File: config.mk
export PLATFORM = sky130hd
export DESIGN_NAME = exmem_flag_stage
export DESIGN_NICKNAME = d
export VERILOG_FILES = /design/src/rtl/cpu_pkg.sv /design/src/rtl/cond_eval.sv /design/src/rtl/exmem_flag_stage.sv
export SDC_FILE = /design/constraint.sdc
export NUM_CORES = 1
export LEC_CHECK = 0
export BUFFER_PORTS_ARGS = -buffer_cell sky130_fd_sc_hd__buf_2
export CORE_AREA = 3 3 162 164
export CTS_BUF_LIST = sky130_fd_sc_hd__clkbuf_4 sky130_fd_sc_hd__clkbuf_8
export DETAILED_ROUTE_END_ITERATION = 8
export DIE_AREA = 0 0 165 167
export PLACE_DENSITY = 0.62
export SLEW_MARGIN = 10
export SYNTH_ARGS = -nofsm -noshare
export SYNTH_HDL_FRONTEND = slang
export SYNTH_HIERARCHICAL = 1
export SYNTH_SLANG_ARGS = --single-unit
File: constraint.sdc
create_clock -name clk -period 2.4 [get_ports clk]
set_input_delay 0.48 -clock clk [delete_from_list [all_inputs] [get_ports clk]]
set_output_delay 0.48 -clock clk [all_outputs]
set_load 0.02 [all_outputs]
File: src/rtl/cpu_pkg.sv
// cpu_pkg: shared CPU types, ALU opcodes and the EX/MEM bundle.
package cpu_pkg;
    localparam int XLEN = 64;
    localparam int REG_IDX_W = 5;
    typedef enum logic [3:0] {
        COND_EQ, COND_NE, COND_HS, COND_LO, COND_MI, COND_PL, COND_VS, COND_VC,
        COND_HI, COND_LS, COND_GE, COND_LT, COND_GT, COND_LE, COND_AL, COND_NV
    } cond_e;
    typedef enum logic [1:0] {BR_NONE, BR_UNCOND, BR_COND, BR_CBZ} br_kind_e;
    localparam logic [2:0] ALU_PASS_B   = 3'b000;
    localparam logic [2:0] ALU_ADD      = 3'b010;
    localparam logic [2:0] ALU_SUBTRACT = 3'b011;
    localparam logic [2:0] ALU_AND      = 3'b100;
    localparam logic [2:0] ALU_OR       = 3'b101;
    localparam logic [2:0] ALU_XOR      = 3'b110;
    typedef struct packed {
        logic [XLEN-1:0]      result;
        logic [XLEN-1:0]      store_data;
        logic [REG_IDX_W-1:0] rd;
        logic                 reg_write;
        logic                 mem_read;
        logic                 mem_write;
    } exmem_t;
endpackage

File: src/rtl/cond_eval.sv
// cond_eval: ARM condition-code evaluation against {N,Z,C,V}.
module cond_eval
    import cpu_pkg::*;
(
    input  logic [3:0] flags,
    input  logic [3:0] cond,
    output logic       taken
);
    logic n, z, c, v;
    assign {n, z, c, v} = flags;
    always_comb begin
        case (cond_e'(cond))
            COND_EQ: taken = z;
            COND_NE: taken = !z;
            COND_HS: taken = c;
            COND_LO: taken = !c;
            COND_MI: taken = n;
            COND_PL: taken = !n;
            COND_VS: taken = v;
            COND_VC: taken = !v;
            COND_HI: taken = c & !z;
            COND_LS: taken = !c | z;
            COND_GE: taken = n == v;
            COND_LT: taken = n != v;
            COND_GT: taken = !z & (n == v);
            COND_LE: taken = z | (n != v);
            default: taken = 1'b1;
        endcase
    end
endmodule

File: src/rtl/exmem_flag_stage.sv
// exmem_flag_stage: EX/MEM register with NZCV ownership and branch resolution.
module exmem_flag_stage
    import cpu_pkg::*;
#(
    parameter int DATA_W = XLEN,
    parameter int REG_W  = REG_IDX_W
) (
    input  logic              clk,
    input  logic              reset_n,
    input  logic              ex_valid,
    output logic              ex_ready,
    input  logic [DATA_W-1:0] alu_result,
    input  logic              alu_negative,
    input  logic              alu_zero,
    input  logic              alu_overflow,
    input  logic              alu_carry_out,
    input  logic              set_flags,
    input  logic [1:0]        br_kind,
    input  logic [3:0]        cond,
    input  logic [DATA_W-1:0] br_target,
    input  logic [REG_W-1:0]  rd,
    input  logic              reg_write,
    input  logic              mem_read,
    input  logic              mem_write,
    input  logic [DATA_W-1:0] store_data,
    input  logic              flush,
    input  logic              mem_ready,
    output logic              m_valid,
    output logic [DATA_W-1:0] m_result,
    output logic [DATA_W-1:0] m_store_data,
    output logic [REG_W-1:0]  m_rd,
    output logic              m_reg_write,
    output logic              m_mem_read,
    output logic              m_mem_write,
    output logic [3:0]        flags,
    output logic              redirect,
    output logic [DATA_W-1:0] redirect_pc
);
    exmem_t   bundle;
    br_kind_e br;
    logic     fire, is_br, cond_taken, taken;
    assign br       = br_kind_e'(br_kind);
    assign ex_ready = !m_valid | mem_ready;
    assign fire     = ex_valid & ex_ready & !flush;
    assign is_br    = br != BR_NONE;
    // B.cond sees the flag register before this cycle's update
    cond_eval u_cond_eval (.flags(flags), .cond(cond), .taken(cond_taken));
    assign taken = (br == BR_UNCOND) | ((br == BR_COND) & cond_taken) | ((br == BR_CBZ) & alu_zero);
    always_ff @(posedge clk or negedge reset_n) begin
        if (!reset_n) begin
            m_valid     <= 1'b0;
            bundle      <= '0;
            flags       <= 4'b0000;
            redirect    <= 1'b0;
            redirect_pc <= '0;
        end else begin
            redirect <= fire & taken;
            if (fire & taken) redirect_pc <= br_target;
            if (fire) begin
                m_valid <= 1'b1;
                bundle  <= '{result: alu_result, store_data: store_data, rd: rd,
                             reg_write: reg_write & !is_br, mem_read: mem_read & !is_br,
                             mem_write: mem_write & !is_br};
                if (set_flags) flags <= {alu_negative, alu_zero, alu_carry_out, alu_overflow};
            end else if (mem_ready) begin
                m_valid <= 1'b0;
            end
        end
    end
    assign m_result     = bundle.result;
    assign m_store_data = bundle.store_data;
    assign m_rd         = bundle.rd;
    assign m_reg_write  = bundle.reg_write;
    assign m_mem_read   = bundle.mem_read;
    assign m_mem_write  = bundle.mem_write;
endmodule

==> results of run 1 <==
==> how the worst min path moves through the flow <==
| stage | startpoint | to | depth (start not counted) |
|---|---|---|---|
| 6_report | br_target[31] | redirect_pc[31] | 2 |
| 2_1_floorplan | reset_n | flags[0] | 0 |
| 3_5_place_dp | redirect_pc[39] | redirect_pc[39] | 1 |
| 5_1_grt | br_target[8] | redirect_pc[8] | 2 |
| 4_1_cts | br_target[29] | redirect_pc[29] | 2 |
| 3_3_place_gp | redirect_pc[13] | redirect_pc[13] | 1 |
==> placed cells by master (no fill, tap or decap), types with 2 or more instances in the layout <==
cell        instances
xnor2_1             4
clkbuf_4            7
nor2b_1             3
mux2_2            152
nand4_1             3
buf_12              8
mux2_1             49
nor3b_1             2
dfrtp_1           205
clkbuf_8           51
nand2_1             6
clkinv_2            2
inv_1               2
buf_4              15
buf_2             421
o21ai_0             3
and3b_1             2
clkinvlp_4          2
a21oi_2             2
==> worst register-to-register path, stage by stage, from the launching register on <==
cell	delay, ps
dfrtp_2	450
a21o_2	230
a21oi_2	140
o32ai_1	90
a211o_1	240
a21oi_2	180
nor4_4	50
buf_4	160
clkbuf_16	160
buf_4	140
mux2_1	310
==> sequential cells by signal, summed over array words and instances, names as in the netlist <==
name          flops
m_mem_read        1
redirect          1
m_valid           1
m_result         64
m_store_data     64
redirect_pc      64
m_reg_write       1
flags             4
m_rd              5
m_mem_write       1
==> power groups by stage <==
| stage | logic (mW) | registers (mW) | clock network (mW) |
|---|---|---|---|
| floorplan | 0.758 | 5.49 | 0 |
| global placement | 2.87 | 4.60 | 0 |
| detailed placement | 2.91 | 4.61 | 0 |
| CTS | 2.91 | 4.55 | 3.59 |
| global route | 3.08 | 4.65 | 3.76 |
| finish | 2.87 | 4.55 | 3.44 |
==> layer usage <==
layer	share of wire [%]	GRT usage, %	vias up
li1	-	-	2616
met1	37	15.8	2703
met2	50	25.4	293
met3	9.8	5.12	52
met4	2.8	5.32	0
met5	0	0	-
==> final cells by class <==
| cell class | count | area, um2 |
|---|---|---|
| Fill cell | 2293 | 13700 |
| Sequential cell | 206 | 5160 |
| Multi-Input combinational cell | 241 | 2560 |
| Timing Repair Buffer | 447 | 2430 |
| Clock buffer | 57 | 741 |
| Tap cell | 330 | 413 |
| Clock inverter | 5 | 55.1 |
| Inverter | 2 | 7.51 |
==> timing repair <==
action	4_1_cts	5_1_grt
hold buffers	1	0
endpoints found under the hold margin	53	0
endpoints found under the setup margin	0	3
buffers inserted	0	1
resized for setup	0	3
==> cells by family (layout without fill, tap and decap cells) <==
group           Yosys count  in the layout  synth area share, %
compound gates           12             12                 1.03
xor+xnor                  4              4                0.445
buf+inv                  24            511                 2.14
flops                   206            206                 65.4
mux                     202            202                 28.9
simple gates             23             23                 2.07
==> flow_metrics.tcl, run 1 <==
set metrics [dict create \
    diodes 0 \
    antenna_found_initial 0 \
    synth.avg_cell_area_um2 16.7 \
    rows 58 \
    grt_pass1_wl_mm 31.9 \
    cpLargestDelayFamily "compound AO/OA/AOI/OAI gates" \
    finalSetupViolCount 0 \
    p_per_area_nw_per_um2 956 \
    hold_viol_final 0 \
    critPathSlowestCell "dfrtp_2" \
    power_leakage_nw 5.59 \
    clock-root-buffer "clkbuf_8" \
    dp.cells 1223 \
    internal_power_mw 7.46 \
    cts_buffers 37 \
    dieArea_um2 27600 \
    fin_area_um2 11400 \
    status "complete, no violations" \
    clockBufferDepth 3 \
    numClockSinks 206 \
    ant_nets 0 \
    drt_iter0_markers 189 \
    insertion_delay_ps 500 \
    ys_types 29 \
    drt_first_pass_iters 4 \
    power.net_switching_mw 3.40 \
    skew_ps 22.1 \
    crit_chain "a21o_2 > a21oi_2 > o32ai_1 > a211o_1 > a21oi_2 > nor4_4 > buf_4 > clkbuf_16 > buf_4 > mux2_1" \
    worst-path-stages 10 \
    wirelength_mm 21.0 \
    cts_tree "yes" \
    layout.nets 1151 \
    synthArstFlopShare_pct 100 \
    htree_num_levels 2 \
    finalCriticalPeriod_ps 2290 \
    synthTopCellsByArea "dfrtp_1 65%, mux2_2 22%, mux2_1 7.0%" \
    setup_tns_ps 0 \
    endpoint "redirect_pc[19]" \
    relSlewSlack_pct 64.8 \
    synth_common_cells "206 x dfrtp_1, 152 x mux2_2, 49 x mux2_1" \
    worst_setup_path_start_kind "flip-flop" \
    grt_use_total_pct 14.4 \
    r2r-start "flags[3]" \
    ys_seq_area_share_pct 65.4 \
    synth_area_um2 7880 \
    hpwl_mm 16.0 \
    yosys.area.top_type "dfrtp_1" \
    via_per_inst 4.40 \
    ys_seq_elements 206 \
    worstSetupStartpoint "flags[3]" \
    total_power_mw 10.9 \
    globalplace.congestion 0.812 \
    synth_nets 687 \
    port_buffers 422 \
    pwr-share-seq_pct 41.9 \
    cp_data_required_time_ps 2760 \
    maxCapViolCount 0 \
    crit_path_end_kind "flip-flop" \
    p_comb_share_pct 26.4 \
    postSynthCellCount 471 \
    dieHeight_um 167 \
    wl_per_cell_um 16.3 \
    maxSlewViolCount 0 \
    fin_crit_sh_pct 95.2 \
    syn_to_final_growth_pct 44.3 \
    pre_cts_ws_ps -18.8 \
    regToRegEndpoint "redirect_pc[19]" \
    path_clk_slew_ps 60 \
    crit_fanout 6 \
    rr_worst_depth 10 \
    tightest_slew_ps 528 \
    synth.most_common_cell "dfrtp_1" \
    final_util_pct 45.4 \
    start_util_pct 31.5 \
    die_w_um 165 \
    synth-edff-count 0 \
    power.share.clock_pct 31.7 \
    critPathArrivalTime_ps 2640 \
    grt_max_degree 70 \
    sw_frac_of_total_pct 31.3 \
    vias 5664 \
    rrSetupSlack_ps 110 \
    max-vdd-ir-drop_uv 607 \
    slowest_delay_ps 450 \
    hold_slack_ps 189 \
    yosysWarnings 6 \
    drc 0 \
    final_cells 1288 \
    grt_pass1_vias 6127 \
    ios 423 \
    worstPathBufferInverterCount 3 \
    core_um2 25000 \
    fin_ws_ps 114 \
    post_dp_cell_area_um2 10500 \
    worstHoldPathType "input pin to flip-flop" \
    netlist.area_leader.share_pct 65.4 \
    max_clock_freq_mhz 438 \
    path_class "flip-flop to flip-flop" \
    yosys_most_used_dff "dfrtp_1" \
    drive_above_1_share_pct 69.8 \
    grt_overflow 0 \
]
Power figures use the tool's default switching activity.
==> run 2, diff against run 1 <==
- RECOVER_POWER: not set -> 100
==> flow_metrics.tcl, run 2 (same netlist as run 1, synthesis figures left out) <==
set metrics [dict create \
    path_class "flip-flop to flip-flop" \
    grt_pass1_vias 6127 \
    via_per_inst 4.40 \
    violations "max-capacitance violations, max-slew violations" \
    fin_crit_sh_pct 95.0 \
    drt_iter0_markers 185 \
    mostFrequentLayoutCells "217 x buf_2, 205 x dfrtp_1, 205 x clkbuf_1" \
    maxSlewViolCount 61 \
    fin_area_um2 11000 \
    p_per_area_nw_per_um2 967 \
    core_um2 25000 \
    insertion_delay_ps 500 \
    syn_to_final_growth_pct 40.1 \
    finalSetupViolCount 0 \
    ant_nets 0 \
    hpwl_mm 16.0 \
    crit_fanout 6 \
    tightest_slew_ps 1570 \
    finalCriticalPeriod_ps 2280 \
    max-vdd-ir-drop_uv 603 \
    crit_path_end_kind "flip-flop" \
    antenna_found_initial 0 \
    post_dp_cell_area_um2 10500 \
    maxCapViolCount 1 \
    clock-root-buffer "clkbuf_8" \
    layout.nets 1151 \
    rows 58 \
    die_w_um 165 \
    worstHoldPathType "input pin to flip-flop" \
    cts_buffers 37 \
    start_util_pct 31.5 \
    final_util_pct 44.1 \
    drc 0 \
    port_buffers 422 \
    setup_tns_ps 0 \
    wl_per_cell_um 16.4 \
    drt_first_pass_iters 4 \
    cts_tree "yes" \
    critPathArrivalTime_ps 2640 \
    wirelength_mm 21.1 \
    vias 5662 \
    htree_num_levels 2 \
    final_common_cell "buf_2" \
    power_leakage_nw 4.98 \
    drive_above_1_share_pct 48.3 \
    numClockSinks 206 \
    grt_overflow 0 \
    skew_ps 21.6 \
    clockBufferDepth 3 \
    total_power_mw 10.7 \
    dieHeight_um 167 \
    relSlewSlack_pct -4.63 \
    path_clk_slew_ps 60 \
    ios 423 \
    globalplace.congestion 0.812 \
    hold_viol_final 0 \
    grt_max_degree 70 \
    worst_setup_path_start_kind "flip-flop" \
    fin_ws_ps 120 \
    cp_data_required_time_ps 2760 \
    grt_use_total_pct 14.4 \
    nFillCells 2415 \
    pre_cts_ws_ps -18.8 \
    dieArea_um2 27600 \
    status "finished, violations left" \
    max_clock_freq_mhz 439 \
    grt_pass1_wl_mm 31.9 \
    diodes 0 \
]
## run 2: cell count changes in the layout (fill, tap and decap cells not counted)
cell	delta
clkbuf_2	+5
buf_4	-6
nor2_4	-1
clkbuf_4	+3
buf_2	-204
buf_6	+2
nor2_1	+1
clkbuf_1	+205
buf_12	-4
clkbuf_8	-1
## run 2: timing repair
| item | in CTS | in global routing |
|---|---|---|
| endpoints found under the hold margin | 53 | 0 |
| resized for setup | 0 | 3 |
| hold buffers | 1 | 0 |
| buffers inserted | 0 | 1 |
| setup endpoints to repair | 0 | 3 |
## run 2: final cells by class
class | count | area [um2] | area share, %
multi-input cells | 241 | 2560 | 23.2
repair buffers | 447 | 2110 | 19.1
flip-flops and latches | 206 | 5160 | 46.7
clock buffers | 57 | 741 | 6.71
clock inverters | 5 | 55.1 | 0.499
inverters | 2 | 7.51 | 0.0680
well taps | 330 | 413 | 3.74
## run 2: path summary, 6_finish.rpt
kind                       cells after the start               to      startpoint  slack (ps)
setup / recovery                              10  redirect_pc[19]        flags[3]         120
hold / removal                                 2  redirect_pc[31]   br_target[31]         190
setup reg to reg                              10  redirect_pc[19]        flags[3]         120
hold reg to reg                                1   redirect_pc[2]  redirect_pc[2]         480
max in group asynchronous                      3     m_result[18]         reset_n         310
min in group asynchronous                      2  redirect_pc[15]         reset_n         900
## run 2: layer usage
metal  global-route usage, %  wire length, um
met5                       0                0
met4                    5.32              559
met3                    5.12             2040
met2                    25.4            10600
met1                    15.8             7920
## run 2: per-stage QoR
stage                     hold slack [ps]  std cells
final                                 188       1288
after global routing                  149       1288
after CTS                             144       1286
after detailed placement              470       1223
after global placement                465       1223
after floorplan                       184        471
## run 2: power breakdown
part	switching (mW)	internal (mW)
sequential	0.379	4.19
clock	1.38	2.06
combinational	1.67	0.992
total	3.43	7.25
## run 2: critical path, stage by stage (launching register included)
cell and delay [ps]:
dfrtp_2 440, a21o_2 230, a21oi_2 140, o32ai_1 90, a211o_1 240, a21oi_2 180, nor4_4 50, buf_4 160
clkbuf_16 160, buf_4 140, mux2_1 300
==> run 3, diff against run 2 <==
--- a/config.mk
+++ b/config.mk
@@ -6,10 +6,10 @@
 export NUM_CORES = 1
 export LEC_CHECK = 0
-export BUFFER_PORTS_ARGS = -buffer_cell sky130_fd_sc_hd__buf_2
 export CORE_AREA = 3 3 162 164
 export CTS_BUF_LIST = sky130_fd_sc_hd__clkbuf_4 sky130_fd_sc_hd__clkbuf_8
 export DETAILED_ROUTE_END_ITERATION = 8
 export DIE_AREA = 0 0 165 167
-export PLACE_DENSITY = 0.62
+export DONT_BUFFER_PORTS = 1
+export PLACE_DENSITY = 0.48
 export RECOVER_POWER = 100
 export SLEW_MARGIN = 10
==> constraint.sdc (replaced) <==
create_clock -name clk -period 2.4 [get_ports clk]
set_input_delay 0.12 -clock clk [delete_from_list [all_inputs] [get_ports clk]]
set_output_delay 0.12 -clock clk [all_outputs]
set_load 0.02 [all_outputs]
==> flow_metrics.tcl, run 3 <==
set metrics [dict create \
    status "did not finish" \
    lastStage "clock tree synthesis" \
    error "[ERROR RSZ-0060] Max buffer count reached." \
    yosys_most_used_dff "dfrtp_1" \
    start_util_pct 31.5 \
    cts_buffers 35 \
    clock-root-buffer "clkbuf_8" \
    yosysWarnings 6 \
    synth.avg_cell_area_um2 16.7 \
    ctsHoldBuffers 171 \
    htree_num_levels 2 \
    ios 423 \
    synthTopCellsByArea "dfrtp_1 65%, mux2_2 22%, mux2_1 7.0%" \
    yosys.area.top_type "dfrtp_1" \
    ys_seq_area_share_pct 65.4 \
    rows 58 \
    synth.most_common_cell "dfrtp_1" \
    dieHeight_um 167 \
    synth_nets 687 \
    postSynthCellCount 471 \
    port_buffers 0 \
    hpwl_mm 14.4 \
    ys_seq_elements 206 \
    numClockSinks 206 \
    globalplace.congestion 0.762 \
    synth_area_um2 7880 \
    netlist.area_leader.share_pct 65.4 \
    ys_types 29 \
    postCtsSetupBuffers 0 \
    synth_common_cells "206 x dfrtp_1, 152 x mux2_2, 49 x mux2_1" \
    die_w_um 165 \
    post_cts_resized 0 \
    synthArstFlopShare_pct 100 \
    synth-edff-count 0 \
    pre_cts_ws_ps 129 \
    clockBufferDepth 3 \
]
==> run 3: logic make-up after synthesis <==
group	Yosys count	synth area share, %
multiplexers	202	28.9
AO/OA/AOI/OAI	12	1.03
AND/OR/NAND/NOR	23	2.07
flip-flops	206	65.4
XOR/XNOR	4	0.445
buffers and inverters	24	2.14
==> run 3: per-stage QoR <==
| stage | instance area, um2 | instances |
|---|---|---|
| 2_1_floorplan | 7880 | 471 |
| 3_3_place_gp | 8270 | 791 |
| 3_5_place_dp | 8270 | 791 |
==> run 4, diff against run 3 <==
- CORE_AREA: 3 3 162 164 -> not set
- CORE_MARGIN: not set -> 3
- CORE_UTILIZATION: not set -> 25
- CTS_BUF_LIST: sky130_fd_sc_hd__clkbuf_4 sky130_fd_sc_hd__clkbuf_8 -> not set
- DIE_AREA: 0 0 165 167 -> not set
- PLACE_DENSITY: 0.48 -> not set
- PLACE_DENSITY_LB_ADDON: not set -> 0.15
==> flow_metrics.tcl, run 4 <==
set metrics [dict create \
    status "did not finish" \
    lastStage "clock tree synthesis" \
    error "[ERROR RSZ-0060] Max buffer count reached." \
    clock-root-buffer "clkbuf_16" \
    synth_area_um2 7880 \
    numClockSinks 206 \
    netlist.area_leader.share_pct 65.4 \
    post_cts_resized 0 \
    yosys_most_used_dff "dfrtp_1" \
    synthTopCellsByArea "dfrtp_1 65%, mux2_2 22%, mux2_1 7.0%" \
    postCtsSetupBuffers 0 \
    ys_types 29 \
    synth_nets 687 \
    start_util_pct 25.5 \
    port_buffers 0 \
    synthArstFlopShare_pct 100 \
    htree_num_levels 1 \
    ys_seq_elements 206 \
    cts_buffers 24 \
    postSynthCellCount 471 \
    ctsHoldBuffers 180 \
    die_w_um 183 \
    ys_seq_area_share_pct 65.4 \
    ios 423 \
    synth.most_common_cell "dfrtp_1" \
    synth-edff-count 0 \
    clockBufferDepth 3 \
    globalplace.congestion 0.737 \
    rows 64 \
    dieHeight_um 183 \
    yosys.area.top_type "dfrtp_1" \
    synth.avg_cell_area_um2 16.7 \
    yosysWarnings 6 \
    synth_common_cells "206 x dfrtp_1, 152 x mux2_2, 49 x mux2_1" \
    hpwl_mm 14.7 \
]
## run 4: cells by family after synthesis
logic type,synth area share [%]
XOR/XNOR,0.445
flip-flops,65.4
buffers and inverters,2.14
multiplexers,28.9
AO/OA/AOI/OAI,1.03
AND/OR/NAND/NOR,2.07
## run 4: metrics by stage
stage / setup WS [ps] / std cells / cell area (um2) / util, %
after floorplan: 197 / 471 / 7880 / -
after global placement: 120 / 852 / 8310 / 26.9
after detailed placement: 8.92 / 852 / 8310 / 26.9
